<file path="config.mk">
export PLATFORM = sky130hd
export DESIGN_NAME = srl_fifo_v2
export DESIGN_NICKNAME = d
export VERILOG_FILES = /design/src/rtl/srl_fifo_v2.sv
export SDC_FILE = /design/constraint.sdc
export NUM_CORES = 1
export LEC_CHECK = 0
export BUFFER_PORTS_ARGS = -buffer_cell sky130_fd_sc_hd__clkbuf_2
export CAP_MARGIN = 20
export CELL_PAD_IN_SITES_DETAIL_PLACEMENT = 1
export CELL_PAD_IN_SITES_GLOBAL_PLACEMENT = 2
export CORE_MARGIN = 2
export CORE_UTILIZATION = 38
export DETAILED_ROUTE_END_ITERATION = 10
export GPL_TIMING_DRIVEN = 0
export PLACE_DENSITY = 0.73
export SYNTH_ARGS = -nofsm -noshare
export SYNTH_HDL_FRONTEND = slang
export SYNTH_SLANG_ARGS = --single-unit
</file>
<file path="constraint.sdc">
create_clock -name clk -period 27 [get_ports clk]
set_clock_uncertainty 0.2 [all_clocks]
set_input_delay 5.4 -clock clk [delete_from_list [all_inputs] [get_ports clk]]
set_output_delay 5.4 -clock clk [all_outputs]
set_load 0.1 [all_outputs]
</file>
<file path="src/rtl/srl_fifo_v2.sv">
// srl_fifo_v2 -- shift-register FIFO with first-word fall-through.
//
// Words enter at entry 0 and every stored word moves up one entry on each
// push. The oldest word therefore sits at entry count-1, which is read
// combinationally, so no read-side register is needed.
//
// Ports
//   clk          rising-edge clock
//   reset        asynchronous, active-high; release must be synchronous to clk
//   flush        synchronous discard of all stored words (beats push/pop)
//   s_valid/s_ready/s_data   write handshake; s_ready low when full
//   m_valid/m_ready/m_data   read handshake; m_data = oldest word
//   count        occupancy 0..DEPTH
//   almost_full  count >= AFULL_LEVEL (registered)
//   max_count    occupancy high-water mark, cleared only by reset
//
// Parameter constraints: 2 <= DEPTH <= 2**ADDR_WIDTH.
module srl_fifo_v2 #(
    parameter int DATA_WIDTH  = 32,
    parameter int ADDR_WIDTH  = 4,
    parameter int DEPTH       = 16,
    parameter int AFULL_LEVEL = DEPTH - 2
) (
    input  logic                  clk,
    input  logic                  reset,
    input  logic                  flush,
    input  logic                  s_valid,
    output logic                  s_ready,
    input  logic [DATA_WIDTH-1:0] s_data,
    output logic                  m_valid,
    input  logic                  m_ready,
    output logic [DATA_WIDTH-1:0] m_data,
    output logic [ADDR_WIDTH:0]   count,
    output logic                  almost_full,
    output logic [ADDR_WIDTH:0]   max_count
);

    localparam logic [ADDR_WIDTH:0] DEPTH_C = (ADDR_WIDTH+1)'(DEPTH);
    localparam logic [ADDR_WIDTH:0] AFULL_C = (ADDR_WIDTH+1)'(AFULL_LEVEL);
    localparam logic [ADDR_WIDTH:0] ONE_C   = (ADDR_WIDTH+1)'(1);

    logic [DATA_WIDTH-1:0] mem [DEPTH];
    logic                  push;
    logic                  pop;
    logic [ADDR_WIDTH:0]   count_nxt;
    logic [ADDR_WIDTH:0]   max_nxt;
    logic [ADDR_WIDTH-1:0] ptr;

    // s_ready/m_valid are registered copies of "not full"/"not empty", so
    // the handshakes never depend combinationally on the other side. A full
    // FIFO cannot accept in the same cycle it pops; the slot opens next cycle.
    assign push = s_valid && s_ready;
    assign pop  = m_valid && m_ready;

    always_comb begin
        count_nxt = count;
        if (flush) begin
            count_nxt = '0;
        end else begin
            case ({push, pop})
                2'b10:   count_nxt = count + ONE_C;
                2'b01:   count_nxt = count - ONE_C;
                default: count_nxt = count;
            endcase
        end
        max_nxt = (count_nxt > max_count) ? count_nxt : max_count;
    end

    always_ff @(posedge clk or posedge reset) begin
        if (reset) begin
            count       <= '0;
            max_count   <= '0;
            s_ready     <= 1'b1;
            m_valid     <= 1'b0;
            almost_full <= (AFULL_C == '0);
        end else begin
            count       <= count_nxt;
            max_count   <= max_nxt;
            s_ready     <= (count_nxt < DEPTH_C);
            m_valid     <= (count_nxt != '0);
            almost_full <= (count_nxt >= AFULL_C);
        end
    end

    // Storage has no reset: occupancy alone decides which entries are live.
    always_ff @(posedge clk) begin
        if (push && !flush) begin
            mem[0] <= s_data;
            for (int i = 1; i < DEPTH; i++) begin
                mem[i] <= mem[i-1];
            end
        end
    end

    // ptr wraps to all-ones when empty; m_data is don't-care then, the guard
    // only keeps the index inside the array when DEPTH < 2**ADDR_WIDTH.
    assign ptr = ADDR_WIDTH'(count - ONE_C);

    always_comb begin
        m_data = '0;
        if ({1'b0, ptr} < DEPTH_C) begin
            m_data = mem[ptr];
        end
    end

endmodule

</file>
# After elaboration in Yosys (flattened, before gate mapping)
# Memory sizes are Yosys's and may differ from the RTL's.
# Cells that the tools add are included.
[totals] regBits=13 ramBits=512 input_bits=37 output_inout_bits=45 wordCells=22 memories=1
[op_classes] addsub=2 n_lt_le_gt_ge=3 eq_ne=2 n_mux=4 n_reduce_logical=5
[memory_table] name="mem" words=16 word_bits=32 read_ports=16 rd_clocked_by_memory_dff=0 wr=16 line_no="42" rtl="logic [DATA_WIDTH-1:0] mem [DEPTH];"
[ops] operator="$pmux W5 S2" n=1
[ops] operator="$add A5 B1 Y5 const B" n=1
[ops] operator="$ge A5 B4 Y1 const B" n=1
[ops] operator="$gt A5 B5 Y1" n=1
[ops] operator="$lt A5 B5 Y1 const B" n=1
[ops] operator="$mux W5" n=1
[ops] operator="$reduce_bool A5 Y1" n=1
[ops] operator="$sub A5 B1 Y5 const B" n=1
[ops] operator="$logic_and A1 B1 Y1" n=3
[ops] operator="$eq A2 B1 Y1 const B" n=1
[ops] operator="$eq A2 B2 Y1 const B" n=1
[ops] operator="$mux W1" n=2
[ops] operator="$logic_not A1 Y1" n=1

# Depth between registers and ports, before layout
[depth] ltp_word=5 depth_mapped=13 depth_no_buf=12

# Worst setup path after synthesis
# Ideal clock, no wire load.
[synth_path] path_type="input to register" from="input port s_valid" to="memory mem[0][0] (enable)" setup_time_ns=1.402 arrival_time_ns=26.687 required_time_ns=25.398 setup_slack_ns=-1.289 cell_stages=2 path_buffers=0 path_cell_list="nand2_1 -> nor2_1"
[synth_rtl] item="start: declaration" line_no="27" rtl="input logic s_valid,"
[synth_rtl] item="end: declaration" line_no="42"

# Final worst setup path
[layout_path] from="register count[0]" to="output port m_data[14]"
[layout_via] elab_chain_cells=2
[layout_rtl] item="start: declaration" line_no="33" rtl="output logic [ADDR_WIDTH:0] count,"
[layout_rtl] item="start signal: assignment" line_no="77" rtl="count <= count_nxt;"
[layout_rtl] item="$sub A5 B1 Y5" line_no="97" rtl="assign ptr = ADDR_WIDTH'(count - ONE_C);"
[layout_rtl] item="$mem_v2 Z16 W32"
[layout_rtl] item="end: declaration" line_no="32" rtl="output logic [DATA_WIDTH-1:0] m_data,"
# Every way passes these cells.

==> run_results.csv <==
group,metric,value,unit
sta,totalNegativeSetupSlack,0,ns
place,dpl.cell_count,1580,
clock_tree,clkSinkCount,525,
power_and_ir_drop,p_int,1.68,mW
floorplan,initial_core_util,38.3,%
drt,drt_first_iter_violations,665,
critical_path,critPathArrivalTime,4.65,ns
clock_tree,insertion_delay,0.59,ns
final_layout,layout-drive-gt1-share,36.3,%
floorplan,die-width,234,um
place,place.gp.congestion,0.710,
final_layout,instances_no_fill,1672,
critical_path,reg2reg_slack,22.89,ns
sta,slew_headroom,39.0,%
logic_synthesis,ys_warn_count,0,
logic_synthesis,yosysTopAreaCell,"edfxtp_1",
hold_path,hold_path_end,"mem[5][3]$_DFFE_PP_",
grt,grt_pass1_wl,58500,um
logic_synthesis,avgSynthCellArea,25.2,um^2
logic_synthesis,synth_edf_count,512,
clock_tree,cts_buffer_depth,3,
sta,finalSetupViolations,0,
hold_path,hold_path_depth,0,
power_and_ir_drop,combinationalPowerShare,35.1,%
critical_path,worst-path-max-fanout,10,
drt,avgRoutedWirePerCell,22.3,um
grt,grt_util_met1,20.0,%
clock_tree,clkTransAtPathRegs,0.06,ns
critical_path,r2r-end,"max_count[0]$_DFFE_PP0N_",
power_and_ir_drop,clockPowerShare,26.0,%
sta,fmax,97.6,MHz
critical_path,path_class,"reg -> out",
grt,grt.overflow.total,0,
floorplan,rows,84,
logic_synthesis,synth_area_leaders,"edfxtp_1, mux4_2, dfrtp_1",
power_and_ir_drop,p_per_area,116,nW/um^2
critical_path,start_kind,"flop",
grt,antenna_found_initial,1,
sta,grt_setup_unrepaired,"false",
grt,grt_max_degree,40,
logic_synthesis,synth.top_cell.area_share,76.7,%
logic_synthesis,synth_ff_type,"edfxtp_1",
sta,min_period,10.25,ns
sta,worst_slew_pin_slew,0.915,ns
hold_path,worstHoldStart,"mem[4][3]$_DFFE_PP_",
critical_path,r2r_start,"count[0]$_DFF_PP0_",
power_and_ir_drop,p_leak,7.48,nW
power_and_ir_drop,ir_drop,0.0925,mV
outcome,outcome,"finished clean",
logic_synthesis,synth_cells,796,
drt,vias_per_cell,5.11,
grt,grt.met2_usage,22.7,%
power_and_ir_drop,power_switching,1.01,mW
grt,grt_busiest_layer,"met2",
clock_tree,cts_buffers,52,
final_layout,fin_nets,992,
grt,globalRouteMet3Util,2.73,%
grt,grt_pass1_vias,9460,
logic_synthesis,synth_common_cells,"edfxtp_1, mux4_2, clkbuf_1",
logic_synthesis,yosysUniqueCellTypes,38,
power_and_ir_drop,switching_share,37.4,%
logic_synthesis,async_flop_share,2.48,%
place,dp_slack,17.18,ns
drt,drtPass1Iterations,5,
logic_synthesis,ys_seq_area_share,78.3,%
drt,vias,8543,
floorplan,die_y,234,um
clock_tree,clockRootBuffer,"clkbuf_16",
clock_tree,post_cts_resized,0,
logic_synthesis,synth_seq_cells,525,
final_layout,antenna_cells,0,
sta,period_share,37.9,%
final_layout,n_fill_cell,4796,
critical_path,r2r_cells,13,
drt,remaining_drc_errors,0,
critical_path,critPathRequiredTime,21.40,ns
clock_tree,htree_levels,2,
critical_path,cp-end-kind,"output port",
hold_path,hold_path.class,"reg -> reg",
power_and_ir_drop,pwr-share-seq,38.8,%
grt,grt_usage,14.2,%
drt,drtAntennaViolNets,0,
sta,hold_viol,0,
final_layout,area_delta_synth_final,15.9,%
clock_tree,cts_tree,"yes",
sta,setup_slack,16.75,ns
logic_synthesis,synth.most_common_cell,"edfxtp_1",
place,io_buffers,81,
floorplan,core-area,52300,um^2
logic_synthesis,netlist_area,20000,um^2
place,dp_hpwl,24100,um
drt,wirelength,37300,um
logic_synthesis,synth_nets,842,
clock_tree,postCtsSetupRepairBufs,0,
floorplan,die_area,54600,um^2
flow_run,maxCapViolations,0,
sta,drv_slew,0,
sta,hold_slack,0.232,ns
floorplan,io_pins,82,
clock_tree,hold_buffers,0,
final_layout,fin_util,44.4,%
## kinds of logic after synthesis
kind of cell	share of synthesized area, %
buf+inv	1.34
mux	18.4
xor+xnor	0.0874
compound gates	0.655
fa+ha+maj	0.562
simple gates	0.662
flops	78.3
## cell usage in the layout (no fill, tap or decap), drive strengths merged
cell,instances
edfxtp,512
mux4,160
clkbuf,156
buf,38
clkinv,25
inv,15
dfrtp,12
ha,9
mux2,6
a31oi,6
nand2,5
bufinv,5
and3,4
o21ai,4
nor2b,3
nor2,3
nor3b,2
mux2i,1
a21o,1
nor3,1
o311a,1
nand3,1
a41o,1
and2,1
o211ai,1
a21oi,1
nand4bb,1
a2bb2oi,1
nor4b,1
a311oi,1
a211oi,1
xor2,1
xnor2,1
or4,1
a31o,1
dfstp,1
## stage by stage
step	cell area [um^2]	total power, mW
floorplan	20000	1.84
global placement	21300	2.05
detailed placement	21600	2.02
CTS	23200	2.73
global route	23200	2.79
finish	23200	2.68
## state kept, by name, summed over array words and instances, names as in the netlist
register     count
mem            512
count            5
max_count        5
almost_full      1
m_valid          1
s_ready          1
## power groups by stage
stage	combinational, mW	clock, mW	sequential, mW
6_report	0.943	0.699	1.04
5_1_grt	0.992	0.749	1.05
4_1_cts	0.963	0.723	1.04
3_5_place_dp	0.962	0	1.06
3_3_place_gp	0.939	0	1.11
2_1_floorplan	0.717	0	1.13
## worst max-delay path, cell delays in order (launching register included)
cell      delay [ns]
dfrtp_1         0.46
buf_6           0.18
buf_6           0.18
buf_6           0.20
inv_2           0.05
ha_1            0.32
clkbuf_1        0.61
clkbuf_1        0.71
mux4_2          0.41
mux4_2          0.54
clkbuf_2        0.40
## final cells by class
cell class | count | area, um^2 | share of cell area, %
buffer | 37 | 215 | 0.926
inverter | 14 | 52.6 | 0.226
tap | 688 | 861 | 3.70
clock buffer | 61 | 1340 | 5.74
clock inverter | 31 | 280 | 1.21
sequential | 525 | 15700 | 67.6
timing repair buffer | 96 | 713 | 3.07
multi-input combinational | 220 | 4080 | 17.6
## worst max-delay path by stage
stage / slack, ns / start / depth (start not counted) / endpoint
6_report: 16.75 / count[0]$_DFF_PP0_ / 10 / m_data[14]
5_1_grt: 16.47 / count[0]$_DFF_PP0_ / 10 / m_data[14]
3_5_place_dp: 17.18 / count[0]$_DFF_PP0_ / 10 / m_data[14]
4_1_cts: 16.54 / count[0]$_DFF_PP0_ / 10 / m_data[14]
2_1_floorplan: 7.42 / s_valid / 2 / mem[0][0]$_DFFE_PP_
3_3_place_gp: 3.35 / s_valid / 3 / mem[15][16]$_DFFE_PP_
## layer usage
metal,vias to the layer above,share of wire (%)
met3,57,4.1
met5,-,0
met4,0,2.3
li1,3756,-
met1,4546,44
met2,184,49
Power figures use the tool's default switching activity.
